$ cat config.mk
export PLATFORM = sky130hd
export DESIGN_NAME = pwm_drive
export DESIGN_NICKNAME = d
export VERILOG_FILES = /design/src/rtl/pwm_drive_pkg.sv /design/src/rtl/pwm_drive_prescaler.sv /design/src/rtl/pwm_drive.sv
export SDC_FILE = /design/constraint.sdc
export NUM_CORES = 1
export LEC_CHECK = 0
export BUFFER_PORTS_ARGS = -buffer_cell sky130_fd_sc_hd__buf_2
export CAP_MARGIN = 20
export CORE_MARGIN = 1
export CORE_UTILIZATION = 50
export DETAILED_ROUTE_END_ITERATION = 10
export PLACE_DENSITY = 0.76
export SLEW_MARGIN = 20
export SYNTH_ARGS = -nofsm -noshare
export SYNTH_HDL_FRONTEND = slang
export SYNTH_SLANG_ARGS = --single-unit
$ cat constraint.sdc
create_clock -name clock -period 2.4 [get_ports clock]
set_input_delay 0.48 -clock clock [delete_from_list [all_inputs] [get_ports clock]]
set_output_delay 0.48 -clock clock [all_outputs]
set_load 0.02 [all_outputs]
$ cat src/rtl/pwm_drive_pkg.sv
// rtl/pwm_drive_pkg.sv - shared motor PWM encodings and debug field layout
package pwm_drive_pkg;

    typedef enum logic [1:0] {
        PWM_IDLE = 2'b00,
        PWM_RUN  = 2'b01,
        PWM_DEAD = 2'b10
    } pwm_state_t;

    // Last count value of a period; cnt never reaches 255 so ratio 255 is solid high
    localparam logic [7:0] PWM_MAX_CNT = 8'd254;

    localparam int DBG_STATE_LSB = 0;
    localparam int DBG_PEND_BIT  = 2;
    localparam int DBG_DIR_BIT   = 3;

    function automatic logic [7:0] pack_debug(input logic dir, input logic pend, input pwm_state_t st);
        logic [7:0] d;
        d = 8'h00;
        d[DBG_STATE_LSB +: 2] = st;
        d[DBG_PEND_BIT]       = pend;
        d[DBG_DIR_BIT]        = dir;
        return d;
    endfunction

endpackage

$ cat src/rtl/pwm_drive_prescaler.sv
// rtl/pwm_drive_prescaler.sv - parameterised tick generator with synchronous clear
module pwm_prescaler #(
    parameter logic [15:0] PRESCALE = 16'd1
) (
    input  logic clock,
    input  logic reset_n,
    input  logic clear,
    output logic tick
);

    logic [15:0] count;

    assign tick = (count == PRESCALE - 16'd1);

    // Free-running divider, restarted from zero whenever the owner is idle
    always_ff @(posedge clock) begin
        if (!reset_n || clear) begin
            count <= 16'd0;
        end else if (tick) begin
            count <= 16'd0;
        end else begin
            count <= count + 16'd1;
        end
    end

endmodule

$ cat src/rtl/pwm_drive.sv
// rtl/pwm_drive.sv - motor PWM output stage with boundary-aligned updates and reversal dead time
module pwm_drive
    import pwm_drive_pkg::*;
#(
    parameter logic [15:0] PRESCALE     = 16'd1,
    parameter logic [3:0]  DEAD_PERIODS = 4'd2
) (
    input  logic       clock,
    input  logic       reset_n,
    input  logic       pwm_enable,
    input  logic       pwm_update,
    input  logic [7:0] pwm_ratio,
    input  logic       pwm_direction,
    output logic       pwm_done,
    output logic       pwm_out,
    output logic       dir_out,
    output logic [7:0] debug_signals
);

    pwm_state_t state, state_next;
    logic [7:0] cnt;
    logic [7:0] active_ratio;
    logic [7:0] pend_ratio;
    logic       pend_dir;
    logic       pend_valid;
    logic [3:0] dead_cnt;
    logic       tick;
    logic       hold_clear;
    logic       boundary;
    logic       apply_run;
    logic       enter_dead;
    logic       exit_dead;
    logic       pwm_level;

    assign hold_clear = !pwm_enable || (state == PWM_IDLE);
    assign boundary   = tick && (cnt == PWM_MAX_CNT);

    pwm_prescaler #(.PRESCALE(PRESCALE)) u_prescaler (
        .clock   (clock),
        .reset_n (reset_n),
        .clear   (hold_clear),
        .tick    (tick)
    );

    // Period counter 0..254, held at zero while idle or disabled
    always_ff @(posedge clock) begin
        if (!reset_n || hold_clear) begin
            cnt <= 8'd0;
        end else if (tick) begin
            cnt <= (cnt == PWM_MAX_CNT) ? 8'd0 : cnt + 8'd1;
        end
    end

    // State register
    always_ff @(posedge clock) begin
        if (!reset_n) begin
            state <= PWM_IDLE;
        end else begin
            state <= state_next;
        end
    end

    // Next-state: enable low always wins, otherwise transitions only at boundaries
    always_comb begin
        state_next = state;
        if (!pwm_enable) begin
            state_next = PWM_IDLE;
        end else begin
            case (state)
                PWM_IDLE: state_next = PWM_RUN;
                PWM_RUN:  if (enter_dead) state_next = PWM_DEAD;
                PWM_DEAD: if (exit_dead)  state_next = PWM_RUN;
                default:  state_next = PWM_IDLE;
            endcase
        end
    end

    // Boundary events and the unregistered PWM level
    always_comb begin
        apply_run  = pwm_enable && (state == PWM_RUN) && boundary && pend_valid && (pend_dir == dir_out);
        enter_dead = pwm_enable && (state == PWM_RUN) && boundary && pend_valid && (pend_dir != dir_out);
        exit_dead  = pwm_enable && (state == PWM_DEAD) && boundary && (dead_cnt == DEAD_PERIODS - 4'd1);
        pwm_level  = (state == PWM_RUN) && (cnt < active_ratio);
    end

    // Datapath: shadow capture, boundary application, dead-time counting, outputs
    always_ff @(posedge clock) begin
        if (!reset_n) begin
            pwm_out      <= 1'b0;
            dir_out      <= 1'b0;
            pwm_done     <= 1'b0;
            active_ratio <= 8'd0;
            pend_ratio   <= 8'd0;
            pend_dir     <= 1'b0;
            pend_valid   <= 1'b0;
            dead_cnt     <= 4'd0;
        end else if (!pwm_enable) begin
            pwm_out      <= 1'b0;
            pwm_done     <= 1'b0;
            active_ratio <= 8'd0;
            pend_valid   <= 1'b0;
            dead_cnt     <= 4'd0;
        end else begin
            pwm_out  <= pwm_level;
            pwm_done <= apply_run || exit_dead;
            if (state == PWM_IDLE) begin
                active_ratio <= 8'd0;
                pend_valid   <= 1'b0;
                dead_cnt     <= 4'd0;
            end else begin
                if (apply_run) begin
                    active_ratio <= pend_ratio;
                    pend_valid   <= 1'b0;
                end
                if (enter_dead) begin
                    active_ratio <= 8'd0;
                    dead_cnt     <= 4'd0;
                end
                if (state == PWM_DEAD && boundary) begin
                    if (exit_dead) begin
                        dir_out      <= pend_dir;
                        active_ratio <= pend_ratio;
                        pend_valid   <= 1'b0;
                        dead_cnt     <= 4'd0;
                    end else begin
                        dead_cnt <= dead_cnt + 4'd1;
                    end
                end
                // A fresh capture overrides a same-cycle consume
                if (pwm_update) begin
                    pend_ratio <= pwm_ratio;
                    pend_dir   <= pwm_direction;
                    pend_valid <= 1'b1;
                end
            end
        end
    end

    assign debug_signals = pack_debug(dir_out, pend_valid, state);

endmodule

# --- Yosys cells after proc, flatten, opt, wreduce, memory -nomap -nowiden ---
# Index checks and enable logic that the tools add are counted.
totals:
  n_memories: 0
  wordCells: 66
  output_inout_bits: 11
  mem_bits_ro: 0
  regBits: 51
  latchBits: 0
  ram_bits: 0
op_classes:
  eq_ne: 8
  n_reduce_logical: 25
  multipliers: 0
  shift: 0
  add_sub_neg: 3
  magnitude_cmp: 1
  div: 0
  n_mux: 15
  n_bitwise: 3
op_table:
  columns: ["op", "count"]
  rows:
  - ["$mux W8", 5]
  - ["$add A16 B1 Y16 const B", 1]
  - ["$logic_not A16 Y1", 1]
  - ["$mux W4", 3]
  - ["$logic_and A1 B1 Y1", 11]
  - ["$add A8 B1 Y8 const B", 1]
  - ["$eq A8 B8 Y1 const B", 1]
  - ["$lt A8 B8 Y1", 1]
  - ["$pmux W2 S3", 1]
  - ["$add A4 B1 Y4 const B", 1]
  - ["$eq A4 B1 Y1 const B", 1]
  - ["$mux W1", 4]
  - ["$mux W2", 2]
  - ["$ne A2 B2 Y1 const B", 2]
  - ["$reduce_and A2 Y1", 2]
  - ["$reduce_and A4 Y1", 1]
  - ["$logic_or A1 B1 Y1", 3]
  - ["$not A1 Y1", 3]
  - ["$reduce_and A3 Y1", 1]
  - ["$reduce_or A3 Y1", 1]
  - ["$eq A2 B1 Y1 const B", 1]
  - ["$eq A2 B2 Y1 const B", 1]
  - ["$logic_not A1 Y1", 2]
  - ["$logic_not A2 Y1", 1]
  - ["4 further kinds", 4]

# --- Logic depth before layout (Yosys ltp) ---
# Gate-level depths: netlist of run 1.
depth:
  ltp_word: 9
  mapped_depth: 8
  depth_no_buf: 6

# --- Cells and area by module ---
# Synthesis of run 1 repeated with hierarchy kept, for this count alone.
hier_totals:
  cells_unflattened: 260
  hier_area_um2: 2471.1
by_module_without_submodules:
  columns: ["mod", "cells_per_inst", "area_per_inst_um2", "instances"]
  rows:
  - ["pwm_drive", 174, 1692.9, 1]
  - ["pwm_prescaler", 86, 778.2, 1]

# --- Worst setup path before layout of run 1 ---
# Ideal clock, no wire load.
synth_path:
  kind: "register to register"
  from: "register cnt[1]"
  to: "register state[0]"
  slack_ns: 0.600
  arrival_time_ns: 1.683
  setup_ns: 0.117
  path_stages_with_launch: 7
  path_buffers: 1
  required_time_ns: 2.283
  cell_sequence: "dfxtp_1 ha_1 nand3_1 or2_1 clkbuf_1 or4_1 a32o_1"
synth_between:
  elab_chain_cells: 7
  word_cells_on_any_way: 10
  cone_classes: "3 x eq/ne; 7 x reduce/logical"
synth_lines:
  columns: ["element", "line_no", "source"]
  rows:
  - ["start: declaration", "pwm_drive.sv:21", "logic [7:0] cnt;"]
  - ["start signal: assignment", "pwm_drive.sv:50", "cnt <= (cnt == PWM_MAX_CNT) ? 8'd0 : cnt + 8'd1;"]
  - ["$eq A8 B8 Y1 (*)", "pwm_drive.sv:36", "assign boundary = tick && (cnt == PWM_MAX_CNT);"]
  - ["$logic_and A1 B1 Y1 (*)", "pwm_drive.sv:36", null]
  - ["$logic_and A1 B1 Y1 (3 in a row)", "pwm_drive.sv:81", "enter_dead = pwm_enable && (state == PWM_RUN) && boundary && pend_valid && (pend_dir != dir_out);"]
  - ["$ne A2 B2 Y1 (no line)", null, null]
  - ["$reduce_and A2 Y1 (no line) (*)", null, null]
  - ["end signal: assignment", "pwm_drive.sv:59", "state <= state_next;"]
  - ["end: declaration", "pwm_drive.sv:20", "pwm_state_t state, state_next;"]
# Mark *: on every way between the ends. The rest lies on a longest branch, timed or not.
# A chain may end at the register's enable or synchronous reset.

# --- Worst setup path in the final report of run 1 ---
layout_path:
  from: "register u_prescaler.count[3]"
  to: "register state[0]"
layout_between:
  elab_chain_cells: 7
  word_cells_on_any_way: 10
  cone_classes: "2 x eq/ne; 8 x reduce/logical"
layout_lines:
  columns: ["element", "line_no", "source"]
  rows:
  - ["start: declaration", "pwm_drive_prescaler.sv:11", "logic [15:0] count;"]
  - ["start signal: assignment", "pwm_drive_prescaler.sv:22", "count <= count + 16'd1;"]
  - ["$logic_not A16 Y1 (*)", "pwm_drive_prescaler.sv:13", "assign tick = (count == PRESCALE - 16'd1);"]
  - ["$logic_and A1 B1 Y1 (*)", "pwm_drive.sv:36", null]
  - ["$logic_and A1 B1 Y1 (3 in a row)", "pwm_drive.sv:81", null]
  - ["$ne A2 B2 Y1 (no line)", null, null]
  - ["$reduce_and A2 Y1 (no line) (*)", null, null]
# Marked as above.

==> metrics.cfg, run 1 <==
[status]
status = complete, no violations

[logic_synthesis]
yosysMostFrequentCell = dfxtp_1
ys_seq_area_share_pct = 40.5
yosys.area.top_type = dfxtp_1
synthTopCellsByCount = dfxtp_1, nor2_1, o21ai_0, nand2_1
ys_warn_count = 0
async_flop_share_pct = 0
syn_area_sq_um = 2520
synth.distinct_cells = 49
ys_ff_latch = 51
yosys-top-cells-area = dfxtp_1, ha_1, mux2i_1
synth_top_area_share_pct = 40.5
ys.flop_type = dfxtp_1
syn_inst = 277
synth-edff-count = 0
synth.avg_cell_area_sq_um = 9.11

[die]
initial_utilization_pct = 52.7
ios = 24
die-area_sq_um = 5340
rows = 25
die_h_um = 73.0
die_w_um = 73.0
design.core.area_sq_um = 4790

[layout]
multiInputGateArea_sq_um = 1370
drive_above_1_share_pct = 13.2
regArea_sq_um = 1020
design_area_sq_um = 2770
num_antenna_cells = 0
fill_cells = 431
nets = 320
area_growth_pct = 9.77

[grt]
grt_pass1_wl_um = 8190
grt-ovfl-total = 0
grt_pass1_vias = 1836
grt_usage_pct = 19.8
grt_max_degree = 18
grt_antenna_before_repair = 0

[cts]
cts_tree = built
clockBufferDepth = 2
cts-buffers-inserted = 5
clock_latency_ps = 310
cts_sinks = 51
cts_hold_buf = 0
post_cts_buffers = 0
cts-root-buf = clkbuf_8
clkSlewWorstSetupHoldPaths_ps = 100
cts_resized = 0
cts_max_level = 2

[worst_setup_path]
worstPathRequired_ps = 2610
path_max_fanout = 12
cp_slowest_cell = or4_1
cp_cell_sequence = nor4_2, nand4_2, or4_1, a32o_1
critical_path_class = reg -> reg
rrSetupSlack_ps = 400
cpPeakStageDelay_ps = 530
r2r_start = u_prescaler.count[3]
endpoint_kind = register
worstReg2RegEnd = state[0]
start_kind = register
reg2reg_depth = 4
cp.arrival_ps = 2220

[route]
drc_errors = 0
first_pass_iters = 4
ant_nets = 0
vias = 1993
drt-total-wl_um = 4790
vias_per_cell = 5.51
wire_per_inst_um = 13.2
dr.first_iter.drc_count = 119

[sta]
tightest_slew_ps = 1070
finalCriticalPeriod_ps = 2000
finalSetupViolations = 0
fin_setup_tns_ps = 0
timing.fmax_mhz = 499
slew_headroom_pct = 28.3
maxSlewViolCount = 0
period_share_pct = 83.5
finClkSkew_ps = 15.3
rsz0062_at_grt = false
hold_viol_final = 0

[power_and_ir_drop]
p_leak_uw = 0.00103
peakVddDrop_mv = 0.390
powerDensity_nw_per_um2 = 546

[place]
place.gp.congestion = 0.785
io_buffers = 19
hpwl_um = 3540
placed_cell_area_sq_um = 2660

[hold_path]
min_from = pwm_update
hold_end = pend_valid
hp-class = in -> reg
hold-path-cell-count = 3

[run]
cap_violations = 0

==> registers in the layout, indices dropped and copies added, names as in the netlist, 2 cells and up <==
register and cells:
cnt 8, state 2, pend_ratio 8, dead_cnt 4, u_prescaler.count 16, active_ratio 8
==> metrics by stage <==
step	hold WS [ps]	power, uW	utilization [%]	worst slack [ps]	std cells
final	391	1510	57.9	396	362
after global routing	400	1560	57.9	205	362
after CTS	392	1520	57.9	414	362
after detailed placement	457	923	55.5	425	354
after global placement	451	921	55.5	502	354
after floorplan	437	907	-	600	280
==> layout by cell type (no fill, tap or decap), types with 7 or more instances in the layout <==
master,count
nor2_1,21
buf_2,19
xor2_1,9
mux2i_1,10
nand3_1,13
a22o_1,7
o21ai_0,15
or3_1,8
inv_1,13
ha_1,13
nand4_1,11
a21oi_1,11
nand2_1,14
dfxtp_1,51
nor2b_1,12
==> kinds of logic after synthesis <==
group / share of synthesized area [%]
and+or+nand+nor: 25.5
xor gates and xnor gates: 4.86
other: 0.149
adders and majority gates: 6.45
DFF: 40.5
buffers and inverters: 5.75
muxes: 3.97
AOI/OAI and AO/OA: 12.9
==> worst max-delay path by stage <==
stage                    startpoint       end  cells after the start
6_report       u_prescaler.count[3]  state[0]                      4
5_1_grt        u_prescaler.count[3]    cnt[5]                      5
4_1_cts        u_prescaler.count[3]  state[0]                      4
3_5_place_dp   u_prescaler.count[3]  state[0]                      4
3_3_place_gp   u_prescaler.count[0]  state[0]                      6
2_1_floorplan                cnt[1]  state[0]                      6
==> critical path, delay by kind of cell (launching register included) <==
family | cells | cell delay, ps
compound gates | 1 | 230
simple gates | 3 | 1290
flops | 1 | 400
==> layout make-up <==
type,instances,share of cell area [%]
clock buffer,5,2.48
inverter,13,1.76
multi-input combinational,199,49.4
clock inverter,3,1.67
sequential,51,36.9
timing repair buffer,24,4.79
tap,67,3.03
==> power by group <==
group / total [uW] / switching [uW] / internal [uW] / leakage (uW)
Combinational: 47.5 / 26.8 / 20.7 / 0.000564
Sequential: 856 / 5.06 / 850 / 0.000411
Clock: 609 / 295 / 314 / 0.0000548
==> per-layer routing <==
layer	vias to the layer above	track usage, %	share of wire (%)
met4	0	6.75	0.56
met2	42	33.4	47
met3	2	4.56	3.7
li1	1013	-	-
met5	-	0	0
met1	936	24.8	49
No activity file was read; power rests on OpenSTA's default activity.
==> run 2, diff against run 1 <==
--- a/config.mk
+++ b/config.mk
@@ -10,7 +10,7 @@
 export CORE_MARGIN = 1
 export CORE_UTILIZATION = 50
 export DETAILED_ROUTE_END_ITERATION = 10
-export PLACE_DENSITY = 0.76
+export PLACE_DENSITY = 0.79
 export SLEW_MARGIN = 20
 export SYNTH_ARGS = -nofsm -noshare
 export SYNTH_HDL_FRONTEND = slang
==> constraint.sdc (replaced) <==
create_clock -name clock -period 1.75 [get_ports clock]
set_input_delay 0.35 -clock clock [delete_from_list [all_inputs] [get_ports clock]]
set_output_delay 0.35 -clock clock [all_outputs]
set_load 0.02 [all_outputs]
==> metrics.cfg, run 2 (same netlist as run 1, synthesis figures left out) <==
[status]
status = finished, violations left  ; was complete, no violations
violations = negative setup slack

[die]
design.core.area_sq_um = 4790  ; unchanged
initial_utilization_pct = 52.7  ; unchanged
die_w_um = 73.0  ; unchanged
rows = 25  ; unchanged
die_h_um = 73.0  ; unchanged
die-area_sq_um = 5340  ; unchanged
ios = 24  ; unchanged

[grt]
grt_max_degree = 16  ; was 18
grt-ovfl-total = 0  ; unchanged
grt_pass1_vias = 2155  ; was 1836
grt_antenna_before_repair = 0  ; unchanged
grt_usage_pct = 22.3  ; was 19.8%
grt_pass1_wl_um = 9320  ; was 8190 um

[route]
drc_errors = 0  ; unchanged
vias_per_cell = 5.61  ; was 5.51
dr.first_iter.drc_count = 197  ; was 119
first_pass_iters = 4  ; unchanged
wire_per_inst_um = 14.4  ; was 13.2 um
drt-total-wl_um = 5710  ; was 4790 um
vias = 2229  ; was 1993
ant_nets = 0  ; unchanged

[sta]
maxSlewViolCount = 0  ; unchanged
finalSetupViolations = 3  ; was 0
finClkSkew_ps = 3.87  ; was 15.3 ps
timing.hold.ws_ps = 289  ; was 391 ps
period_share_pct = 105  ; was 83.5%
hold_viol_final = 0  ; unchanged
finalCriticalPeriod_ps = 1830  ; was 2000 ps
timing.fmax_mhz = 546  ; was 499 MHz
fin_setup_tns_ps = -156  ; was 0 ps
fin_ws_ps = -81.0  ; was 396 ps
rsz0062_at_grt = true  ; was false

[cts]
cts_hold_buf = 0  ; unchanged
clkSlewWorstSetupHoldPaths_ps = 90  ; was 100 ps
cts-buffers-inserted = 5  ; unchanged
clockBufferDepth = 2  ; unchanged
cts_sinks = 51  ; unchanged
clock_latency_ps = 300  ; was 310 ps
cts_max_level = 2  ; unchanged
cts_tree = built  ; unchanged
cts-root-buf = clkbuf_8  ; unchanged

[layout]
largest_reg_flops = 16  ; unchanged
final_common_cell = dfxtp_1  ; unchanged
num_antenna_cells = 0  ; unchanged
nets = 355  ; was 320
largest_register = u_prescaler.count  ; unchanged
final_cell_mix = dfxtp_1, buf_4, nor2_1, buf_2, nand2_1  ; was dfxtp_1, nor2_1, buf_2, o21ai_0, nand2_1
drive_above_1_share_pct = 26.4  ; was 13.2%
area_growth_pct = 24.5  ; was 9.77%
layoutNonFillerInstCount = 397  ; was 362

[place]
hpwl_um = 3960  ; was 3540 um
post-place-cells = 385  ; was 354
place.gp.congestion = 0.833  ; was 0.785
io_buffers = 19  ; unchanged

[hold_path]
hp-class = in -> reg  ; unchanged

[worst_setup_path]
critical_path_class = reg -> reg  ; unchanged
cp.arrival_ps = 2070  ; was 2220 ps
start_kind = register  ; unchanged
endpoint_kind = register  ; unchanged
worstPathRequired_ps = 1990  ; was 2610 ps
path_max_fanout = 4  ; was 12

[power_and_ir_drop]
p_leak_uw = 0.00127  ; was 0.00103 uW
peakVddDrop_mv = 0.573  ; was 0.390 mV
powerDensity_nw_per_um2 = 699  ; was 546 nW/um^2

[run]
cap_violations = 0  ; unchanged

==> run 2: area by class of cell <==
type / count / area, sq um
Inverter: 13 / 48.8
Clock inverter: 2 / 60.1
Multi-Input combinational cell: 200 / 1450
Clock buffer: 6 / 72.6
Sequential cell: 51 / 1030
Tap cell: 67 / 83.8
Fill cell: 361 / 1640
Timing Repair Buffer: 58 / 397
==> run 2: per-layer routing <==
layer / GRT usage, % / part of all wire [%]
met4: 7.41 / 2.1
met2: 36.9 / 47
met3: 4.56 / 4.3
met1: 29.1 / 47
met5: 0 / 0
==> run 2: where the power goes <==
part	switching, uW	total (uW)	internal, uW
sequential	6.58	1170	1170
combinational	40.9	72.1	31.1
clock	380	951	571
==> run 2: stage by stage <==
| step | setup slack (ps) | power (uW) | utilization [%] | instance area (sq um) |
|---|---|---|---|---|
| final | -81.0 | 2200 | 65.6 | 3140 |
| after global routing | -121 | 2260 | 65.6 | 3140 |
| after CTS | -46.4 | 2210 | 63.6 | 3050 |
| after detailed placement | -68.9 | 1270 | 60.4 | 2890 |
| after global placement | -9.23 | 1270 | 60.4 | 2890 |
| after floorplan | 1.60 | 1240 | - | 2540 |
==> run 2: path summary, 6_finish.rpt <==
check | from | endpoint | slack (ps) | cells past startpoint
max reg2reg | u_prescaler.count[0] | cnt[7] | -80 | 6
min reg2reg | active_ratio[1] | active_ratio[1] | 490 | 1
max | u_prescaler.count[0] | cnt[7] | -80 | 6
min | pwm_update | pend_valid | 290 | 3
==> run 2: what timing repair did <==
item	4_1_cts	5_1_grt
gates resized for setup	1	25
endpoints found under the hold margin	0	0
pin swaps	3	16
setup endpoints to repair	18	38
setup buffers	1	1
cloned	1	1
==> run 2: worst max-delay path, cell delays in order, from the launching register on <==
cell and delay [ps]:
dfxtp_2 340, inv_2 70, ha_4 110, nor4b_4 270, nand4_1 280, or4_4 580
a21oi_2 120
